$ cat src/rtl/reg_file_pkg.sv
// Shared types for the multi-port register file: sweep FSM states and the
// default-width clear pointer type.
package reg_file_pkg;

  typedef enum logic [1:0] {
    RF_INIT,
    RF_READY,
    RF_CLEAR
  } rf_state_e;

  localparam int RF_PTR_W = 5;
  typedef logic [RF_PTR_W-1:0] rf_ptr_t;

endpackage

$ cat src/rtl/reg_file_mp_if.sv
// Bus bundle for reg_file_mp: clear request, ready status, write ports and
// registered read ports. The master side drives requests, the slave side is
// the register file.
interface reg_file_mp_if #(
  parameter int DATA_WIDTH   = 32,
  parameter int SIZE_REGFILE = 5,
  parameter int NUM_RD       = 2,
  parameter int NUM_WR       = 2
);

  logic                                     rg_clr;
  logic                                     rg_ready;
  logic [NUM_WR-1:0]                        rg_wrt_en;
  logic [NUM_WR-1:0][SIZE_REGFILE-1:0]      rg_wrt_dest;
  logic [NUM_WR-1:0][DATA_WIDTH-1:0]        rg_wrt_data;
  logic [NUM_RD-1:0]                        rg_rd_en;
  logic [NUM_RD-1:0][SIZE_REGFILE-1:0]      rg_rd_addr;
  logic [NUM_RD-1:0][DATA_WIDTH-1:0]        rg_rd_data;
  logic [NUM_RD-1:0]                        rg_rd_valid;

  modport master (
    output rg_clr, rg_wrt_en, rg_wrt_dest, rg_wrt_data, rg_rd_en, rg_rd_addr,
    input  rg_ready, rg_rd_data, rg_rd_valid
  );

  modport slave (
    input  rg_clr, rg_wrt_en, rg_wrt_dest, rg_wrt_data, rg_rd_en, rg_rd_addr,
    output rg_ready, rg_rd_data, rg_rd_valid
  );

endinterface

$ cat src/rtl/reg_file_clr_seq.sv
// Clear sweeper: after reset (INIT) or on request (CLEAR) it walks every entry
// once, issuing a zero write per cycle, then returns to READY. ready is
// registered and is high exactly while the FSM sits in READY.
module reg_file_clr_seq
  import reg_file_pkg::*;
#(
  parameter int SIZE_REGFILE = 5
) (
  input  logic                    clk,
  input  logic                    rst,
  input  logic                    clr,
  output logic                    ready,
  output logic                    sweep_we,
  output logic [SIZE_REGFILE-1:0] sweep_addr
);

  rf_state_e               state, state_nx;
  logic [SIZE_REGFILE-1:0] ptr, ptr_nx;
  logic                    ready_nx;

  // State, pointer and ready flag registers; reset restarts the INIT sweep
  always_ff @(posedge clk or negedge rst) begin
    if (!rst) begin
      state <= RF_INIT;
      ptr   <= '0;
      ready <= 1'b0;
    end else begin
      state <= state_nx;
      ptr   <= ptr_nx;
      ready <= ready_nx;
    end
  end

  // Next state and sweep write; the sweep ends when ptr wraps from all-ones
  always_comb begin
    state_nx   = state;
    ptr_nx     = ptr;
    sweep_we   = 1'b0;
    sweep_addr = ptr;
    case (state)
      RF_INIT, RF_CLEAR: begin
        sweep_we = 1'b1;
        ptr_nx   = ptr + 1'b1;
        if (&ptr) state_nx = RF_READY;
      end
      RF_READY: begin
        if (clr) state_nx = RF_CLEAR;
      end
      default: state_nx = RF_INIT;
    endcase
    ready_nx = (state_nx == RF_READY);
  end

endmodule

$ cat src/rtl/reg_file_mp.sv
// Multi-port register file: NUM_WR write ports with highest-index priority,
// NUM_RD registered read ports, hardware clear sweep after reset or on request.
// Optional feature macro RF_BYPASS_EN: a read hitting an address written in
// the same cycle returns the new write data instead of the stored value.
module reg_file_mp
  import reg_file_pkg::*;
#(
  parameter int DATA_WIDTH   = 32,
  parameter int SIZE_REGFILE = 5,
  parameter int NUM_RD       = 2,
  parameter int NUM_WR       = 2,
  parameter int ZERO_REG     = 1
) (
  input  logic          clk,
  input  logic          rst,
  reg_file_mp_if.slave  bus
);

  localparam int DEPTH = 2 ** SIZE_REGFILE;
`ifdef RF_BYPASS_EN
  localparam bit BYPASS = 1'b1;
`else
  localparam bit BYPASS = 1'b0;
`endif

  logic                          ready;
  logic                          sweep_we;
  logic [SIZE_REGFILE-1:0]       sweep_addr;
  logic [DATA_WIDTH-1:0]         mem [DEPTH];
  logic [NUM_RD-1:0][DATA_WIDTH-1:0] rd_word_p0;
  logic [NUM_RD-1:0][DATA_WIDTH-1:0] rd_data_p1;
  logic [NUM_RD-1:0]             vld_p1;

  reg_file_clr_seq #(
    .SIZE_REGFILE (SIZE_REGFILE)
  ) u_clr_seq (
    .clk        (clk),
    .rst        (rst),
    .clr        (bus.rg_clr),
    .ready      (ready),
    .sweep_we   (sweep_we),
    .sweep_addr (sweep_addr)
  );

  // Storage update: sweep zeroes one entry per cycle, otherwise the enabled
  // write ports commit in index order so the highest index wins a collision
  always_ff @(posedge clk) begin
    if (sweep_we) begin
      mem[sweep_addr] <= '0;
    end else if (ready) begin
      for (int w = 0; w < NUM_WR; w++) begin
        if (bus.rg_wrt_en[w] && !(ZERO_REG != 0 && bus.rg_wrt_dest[w] == '0))
          mem[bus.rg_wrt_dest[w]] <= bus.rg_wrt_data[w];
      end
    end
  end

  // Stage p0: array lookup, optional same-cycle write forwarding, zero entry
  always_comb begin
    for (int i = 0; i < NUM_RD; i++) begin
      rd_word_p0[i] = mem[bus.rg_rd_addr[i]];
      if (BYPASS) begin
        for (int w = 0; w < NUM_WR; w++) begin
          if (ready && bus.rg_wrt_en[w] && bus.rg_wrt_dest[w] == bus.rg_rd_addr[i])
            rd_word_p0[i] = bus.rg_wrt_data[w];
        end
      end
      if (ZERO_REG != 0 && bus.rg_rd_addr[i] == '0) rd_word_p0[i] = '0;
    end
  end

  // Stage p1: registered read data holds when not enabled; valid pulses per read
  always_ff @(posedge clk or negedge rst) begin
    if (!rst) begin
      rd_data_p1 <= '0;
      vld_p1     <= '0;
    end else begin
      for (int i = 0; i < NUM_RD; i++) begin
        vld_p1[i] <= ready && bus.rg_rd_en[i];
        if (ready && bus.rg_rd_en[i]) rd_data_p1[i] <= rd_word_p0[i];
      end
    end
  end

  assign bus.rg_ready    = ready;
  assign bus.rg_rd_data  = rd_data_p1;
  assign bus.rg_rd_valid = vld_p1;

endmodule

$ cat src/flat_wrapper.sv
// flat-port wrapper written by rule: the top's interface ports become plain ports
module reg_file_mp_flat import reg_file_pkg::*;
#(
  parameter int DATA_WIDTH   = 32,
  parameter int SIZE_REGFILE = 5,
  parameter int NUM_RD       = 2,
  parameter int NUM_WR       = 2,
  parameter int ZERO_REG     = 1
)
  (clk, rst, bus_rg_clr, bus_rg_wrt_en, bus_rg_wrt_dest, bus_rg_wrt_data, bus_rg_rd_en, bus_rg_rd_addr, bus_rg_ready, bus_rg_rd_data, bus_rg_rd_valid);
  reg_file_mp_if #(.DATA_WIDTH(DATA_WIDTH), .SIZE_REGFILE(SIZE_REGFILE), .NUM_RD(NUM_RD), .NUM_WR(NUM_WR)) bus_i ();
  input  logic clk;
  input  logic rst;
  input wire logic [$bits(bus_i.rg_clr)-1:0] bus_rg_clr;
  input wire logic [$bits(bus_i.rg_wrt_en)-1:0] bus_rg_wrt_en;
  input wire logic [$bits(bus_i.rg_wrt_dest)-1:0] bus_rg_wrt_dest;
  input wire logic [$bits(bus_i.rg_wrt_data)-1:0] bus_rg_wrt_data;
  input wire logic [$bits(bus_i.rg_rd_en)-1:0] bus_rg_rd_en;
  input wire logic [$bits(bus_i.rg_rd_addr)-1:0] bus_rg_rd_addr;
  output wire logic [$bits(bus_i.rg_ready)-1:0] bus_rg_ready;
  output wire logic [$bits(bus_i.rg_rd_data)-1:0] bus_rg_rd_data;
  output wire logic [$bits(bus_i.rg_rd_valid)-1:0] bus_rg_rd_valid;
  assign bus_i.rg_clr = bus_rg_clr;
  assign bus_i.rg_wrt_en = bus_rg_wrt_en;
  assign bus_i.rg_wrt_dest = bus_rg_wrt_dest;
  assign bus_i.rg_wrt_data = bus_rg_wrt_data;
  assign bus_i.rg_rd_en = bus_rg_rd_en;
  assign bus_i.rg_rd_addr = bus_rg_rd_addr;
  assign bus_rg_ready = bus_i.rg_ready;
  assign bus_rg_rd_data = bus_i.rg_rd_data;
  assign bus_rg_rd_valid = bus_i.rg_rd_valid;
  reg_file_mp #(.DATA_WIDTH(DATA_WIDTH), .SIZE_REGFILE(SIZE_REGFILE), .NUM_RD(NUM_RD), .NUM_WR(NUM_WR), .ZERO_REG(ZERO_REG)) u_core (.clk(clk), .rst(rst), .bus(bus_i));
endmodule
$ cat config.mk
export PLATFORM = sky130hd
export DESIGN_NAME = reg_file_mp_flat
export DESIGN_NICKNAME = d
export VERILOG_FILES = /design/src/rtl/reg_file_pkg.sv /design/src/rtl/reg_file_mp_if.sv /design/src/rtl/reg_file_clr_seq.sv /design/src/rtl/reg_file_mp.sv /design/src/flat_wrapper.sv
export SDC_FILE = /design/constraint.sdc
export NUM_CORES = 2
export LEC_CHECK = 0
export CORE_MARGIN = 2
export CORE_UTILIZATION = 45
export DETAILED_ROUTE_END_ITERATION = 16
export PLACE_DENSITY = 0.66
export RECOVER_POWER = 50
export SLEW_MARGIN = 20
export SYNTH_ARGS = -nofsm -noshare
export SYNTH_HDL_FRONTEND = slang
export SYNTH_SLANG_ARGS = --single-unit
$ cat constraint.sdc
create_clock -name clk -period 6 [get_ports clk]
set_input_delay 0.6 -clock clk [delete_from_list [all_inputs] [get_ports clk]]
set_output_delay 0.6 -clock clk [all_outputs]
set_load 0.05 [all_outputs]
# Yosys cells after proc, flatten, opt, wreduce, memory -nomap -nowiden

Memory sizes are Yosys's and may differ from the RTL's.
Cells that the tools add are included.

Reduce and logical (&&, ||, !) cells: 14
Multiplexer cells: 19
Equal/unequal tests: 3
Add/subtract/negate cells: 1

Operator list:

| cell                | count |
|---|---|
| $mux 32             | 3 |
| $reduce_or 32->1    | 1 |
| $logic_not 5->1     | 4 |
| $mux 1              | 12 |
| $add 5x1->5 const B | 1 |
| $mux 5              | 1 |
| $reduce_and 5->1    | 1 |
| $eq 2x1->1 const B  | 2 |
| $logic_and 1x1->1   | 4 |
| $mux 2              | 2 |
| $pmux 2 s2          | 1 |
| $eq 2x2->1 const B  | 1 |
| $logic_not 1->1     | 2 |
| $logic_not 2->1     | 1 |
| $reduce_or 2->1     | 1 |

Flip-flop bits (word level): 74
Memories: 1
Output and inout bits: 67
Input bits: 91
Logic and storage cells: 44
Memory bits (writable): 1024

Memory list:

| memory     | words | width | rd ports | clocked after memory_dff | wr ports | line              | text |
|---|---|---|---|---|---|---|---|
| u_core.mem | 32    | 32    | 2        | 0                        | 2        | reg_file_mp.sv:29 | `logic [DATA_WIDTH-1:0] mem [DEPTH];` |

# Longest topological paths before layout

Depth in word-level cells: 9
Gate-level depth with buffers: 9
Depth with buffers taken out: 6

# Modules after synthesis

Synthesis repeated with hierarchy kept, for this count alone.

Cells, all modules: 5082
Area total of the unflattened synthesis: 62058.3 µm²

Modules (own cells, without submodules):

| module           | area an instance (µm²) | instances | cells an instance | seq. area each (µm²) |
|---|---|---|---|---|
| reg_file_mp      | 61695.4                | 1         | 5056              | 32401.1 |
| reg_file_clr_seq | 362.8                  | 1         | 26                | 200.2 |

# Worst setup path after synthesis

Ideal clock, no wire load.

Path type: reg2reg
Start: register u_core.u_clr_seq.ready
End: memory u_core.mem[8][0], enable pin
Cell stages (with the launch flop): 7
Required time: 5.534 ns
Clock period less this slack: 4.497 ns
Setup slack: 1.503 ns
Data arrival time: 4.031 ns
Library setup time: 0.466 ns
Path through: dfrtp_1 > nand3_2 > a21oi_2 > buf_2 > buf_4 > a41oi_1 > o21ai_0

RTL lines:

| item                     | line                   | text |
|---|---|---|
| start: declaration       | reg_file_clr_seq.sv:12 | `output logic ready,` |
| start signal: assignment | reg_file_clr_seq.sv:30 | `ready <= ready_nx;` |
| end: declaration         | reg_file_mp.sv:29      |  |

==> metrics.md <==
| Metric | Value |
|---|---|
| Result of the run | `complete, but fails checks` |
| Failing checks | `max-capacitance violations, max-slew violations` |
| Signed area change from the synthesized netlist to the final layout | `10.6%` |
| Latest clock arrival within the worst-skew pair | `approximately 0.75 ns` |
| Via density per instance | `~6.7` |
| Leading post-synthesis cells by cell area | `sky130_fd_sc_hd__edfxtp_1, sky130_fd_sc_hd__mux4_2, sky130_fd_sc_hd__o21ai_0` |
| Most frequent cells in the layout | `sky130_fd_sc_hd__nand2_1, sky130_fd_sc_hd__edfxtp_1, sky130_fd_sc_hd__o21ai_0, sky130_fd_sc_hd__mux4_2, sky130_fd_sc_hd__mux2i_1` |
| Cell total after placement | `roughly 6800` |
| Post-layout nets | `about 5200` |
| TritonCTS sink count | `approximately 1100` |
| Reported max-cap violation count | `26` |
| Pin count of the biggest net entering global routing | `112` |
| Async set-or-reset flop fraction in the synthesized netlist | `approximately 6.7%` |
| Most area-hungry cell type in the Yosys netlist | `sky130_fd_sc_hd__edfxtp_1` |
| WL/cell | `approximately 32 um` |
| Top-level I/O count | `approximately 160` |
| First-pass GRT wire length | `about 320000 um` |
| Std cell rows | `around 140` |
| Critical path type | `reg -> reg` |
| Slew Limit Headroom | `-162%` |
| Netlist area before placement | `just over 0.06 sq mm` |
| Starting Density | `45.1%` |
| Power per cell area | `approximately 290 mW/mm^2` |
| Chain of cells forming the critical path | `nand4_1, or2_1, nor2_1, buf_4, o21ai_0` |
| Detailed-router iteration count before antenna repair | `6` |
| Worst Max-Slew Pin Slew | `just under 4 ns` |
| Count of different cell masters after synthesis | `59` |
| Detailed-placement wirelength estimate | `between 100000 and 150000 um` |
| Slew Viols, Final | `735` |
| Setup skew after layout | `about 0.033 ns` |
| Initial antenna violation count | `8` |
| Fin Setup TNS | `0 ns` |
| Root cell of the clock tree | `sky130_fd_sc_hd__clkbuf_16` |
| Total die area | `between 0.1 and 0.15 sq mm` |
| Number of synthesized register bits | `1098` |
| Vias post-DR | `between 40000 and 50000` |
| Post-synth top flop | `sky130_fd_sc_hd__edfxtp_1` |
| Horizontal die dimension | `about 370 um` |
| Number of enable flip-flop cells after synthesis | `1024` |
| Max frequency | `~200 MHz` |
| Path type of the worst min-delay path | `in -> reg` |
| Total routing resource utilization after global routing | `31.1%` |
| Post-Synthesis Net Count | `between 5000 and 6000` |
| Overall overflow remaining after global route | `0` |
| Die span in y | `375 um` |
| Final routed wirelength across all metal layers | `223000 um` |
| Via count of the first global-routing pass | `about 45000` |
| Warnings from Yosys | `0` |
| TritonCTS clock tree | `done` |
| Time the final worst path needs with I/O delays and setup | `approximately 5 ns` |
| Startpoint Class | `register` |
| Final number of setup-violating endpoints | `0` |
| Floorplan core area | `around 0.14 sq mm` |
| Register area share after synthesis | `between 50% and 60%` |
| Crit-path max FO | `34` |
| Endpoint type of the worst setup path | `register` |
| Post-layout instance count excluding filler cells | `around 7000` |
| Biggest cell delay along the critical path | `~2.3 ns` |
| Critical Path AT | `approximately 5.5 ns` |
| Hold Violations, Final | `0` |
| CTS resizes | `0` |
| Layout cells sized above 1 | `18.9%` |
| Number of instances in the synthesized netlist | `about 5200` |
| Clock-pin slew of the registers on the worst-case setup and hold paths | `around 0.060 ns` |
| Required arrival time at the worst endpoint | `about 6.4 ns` |
| Maximum resistive drop on vdd | `roughly 250 uV` |
| Port Buffer Count | `approximately 160` |
| Commonest non-fill, non-tap cell in the layout | `sky130_fd_sc_hd__nand2_1` |
| Top-area cell type share of the netlist area | `around half` |
| Final weighted congestion of routability-driven global placement | `0.881` |
| Inserted Clock Buffers | `~120` |
| Unrepaired setup endpoints after global routing | `false` |
| Number of nets still failing antenna checks after routing | `0` |
| Clock buffer depth | `3` |
| Standard cell with the maximum stage delay on the critical path | `sky130_fd_sc_hd__nor2_1` |
| Leak Pwr | `between 20 and 25 nW` |
| Level count of the clock H-tree | `3` |
| Fin crit share | `a little over four fifths` |
| DRC violations left | `0` |
| Iteration-0 DRC Markers | `7352` |
| Mean instance size in the synthesized netlist | `between 10 and 15 sq um` |
==> registers in the layout (all words and copies together) (netlist names) <==
register,cells
u_core.u_clr_seq.sweep_addr,5
u_core.bus.rg_rd_data,64
u_core.u_clr_seq.ready,1
u_core.mem,1024
u_core.u_clr_seq.state,2
u_core.bus.rg_rd_valid,2
==> final cells by class <==
cell class	instances	area, sq um
fill	11700	68600
sequential	1098	32600
multi-input combinational	3501	26800
clock buffer	174	3320
timing repair buffer	333	2980
tap	1794	2240
clock inverter	39	285
inverter	40	150
antenna	4	10.0
==> report_power, final <==
part | switching (mW) | internal (mW) | leakage (nW)
Combinational | 2.34 | 1.08 | 10.9
Clock | 3.11 | 3.93 | 1.75
Sequential | 0.392 | 8.99 | 11.2
Total | 5.84 | 14.0 | 23.8
==> timing repair <==
action / in CTS / in global routing
setup buffers: 0 / 0
hold buffers: 1 / 0
hold endpoints to repair: 40 / 0
==> per-stage QoR <==
step	setup WS [ns]	utilization [%]	cell area, sq um	hold slack [ns]	total power [mW]
after detailed placement	1.28	47.5	65000	0.517	13.0
after global placement	1.40	47.4	64900	0.484	12.9
after global routing	0.841	49.9	68400	0.520	20.2
after floorplan	1.50	-	61800	0.304	11.4
after CTS	1.62	50.1	68700	0.435	19.9
final	0.982	49.9	68400	0.492	19.8
==> per-layer routing <==
metal / routed length (um) / global-route usage [%] / up-vias
li1: - / - / 19400
met3: 27200 / 6.83 / 666
met4: 13200 / 16.8 / 6
met2: 101000 / 48.1 / 3277
met1: 81300 / 40.9 / 23200
met5: 32 / 0 / -
==> worst paths after layout <==
path,slack (ns),depth (start not counted),end,startpoint
max,0.98,5,u_core.mem[22][4],u_core.u_clr_seq.state[0]
min,0.49,4,u_core.bus.rg_rd_data[46],bus_rg_rd_addr[6]
max reg2reg,0.98,5,u_core.mem[22][4],u_core.u_clr_seq.state[0]
min reg2reg,0.52,1,u_core.bus.rg_rd_data[6],u_core.bus.rg_rd_data[6]
max in group asynchronous,1.89,3,u_core.bus.rg_rd_data[21],rst
min in group asynchronous,1.47,2,u_core.bus.rg_rd_data[22],rst
==> cells in the mapped netlist (3+ instances only) <==
| library cell | instances |
|---|---|
| sky130_fd_sc_hd__nand2_1 | 1066 |
| sky130_fd_sc_hd__edfxtp_1 | 1024 |
| sky130_fd_sc_hd__o21ai_0 | 833 |
| sky130_fd_sc_hd__clkbuf_1 | 343 |
| sky130_fd_sc_hd__mux4_2 | 320 |
| sky130_fd_sc_hd__mux2i_1 | 260 |
| sky130_fd_sc_hd__mux2_2 | 259 |
| sky130_fd_sc_hd__buf_2 | 189 |
| sky130_fd_sc_hd__nor3_1 | 81 |
| sky130_fd_sc_hd__o22ai_1 | 77 |
| sky130_fd_sc_hd__dfrtp_1 | 74 |
| sky130_fd_sc_hd__a211oi_1 | 70 |
| sky130_fd_sc_hd__nand2b_1 | 69 |
| sky130_fd_sc_hd__nand3_1 | 67 |
| sky130_fd_sc_hd__nor2b_1 | 67 |
| sky130_fd_sc_hd__a32o_1 | 62 |
| sky130_fd_sc_hd__a22oi_1 | 60 |
| sky130_fd_sc_hd__o2111ai_1 | 60 |
| sky130_fd_sc_hd__inv_1 | 40 |
| sky130_fd_sc_hd__mux2_4 | 29 |
| sky130_fd_sc_hd__buf_4 | 28 |
| sky130_fd_sc_hd__buf_6 | 15 |
| sky130_fd_sc_hd__nor2_1 | 13 |
| sky130_fd_sc_hd__buf_1 | 12 |
| sky130_fd_sc_hd__nor2_4 | 11 |
| sky130_fd_sc_hd__o21bai_1 | 10 |
| sky130_fd_sc_hd__o21ai_1 | 9 |
| sky130_fd_sc_hd__a21oi_1 | 6 |
| sky130_fd_sc_hd__nand3b_1 | 5 |
| sky130_fd_sc_hd__nand4_1 | 5 |
| sky130_fd_sc_hd__nor2_2 | 5 |
| sky130_fd_sc_hd__or3_1 | 5 |
| sky130_fd_sc_hd__a41oi_1 | 4 |
| sky130_fd_sc_hd__or2_1 | 4 |
| sky130_fd_sc_hd__and3_1 | 3 |
| sky130_fd_sc_hd__and4b_1 | 3 |
| sky130_fd_sc_hd__nor4_1 | 3 |
| sky130_fd_sc_hd__xnor2_1 | 3 |
==> cells by family after synthesis <==
| family | synth area share (%) |
|---|---|
| buffers and inverters | 4.54 |
| flip-flops | 52.7 |
| multiplexers | 21.3 |
| AO/OA/AOI/OAI | 11.5 |
| adder cells (fa/ha/maj) | 0.0405 |
| XOR/XNOR | 0.0425 |
| AND/OR/NAND/NOR | 9.91 |
==> worst max-delay path: cells and delay by family, from the launching register on <==
kind	cells	cell delay [ns]
compound gates	1	0.15
flops	1	0.78
simple gates	3	3.08
buf+inv	1	0.66
Power figures use the tool's default switching activity.
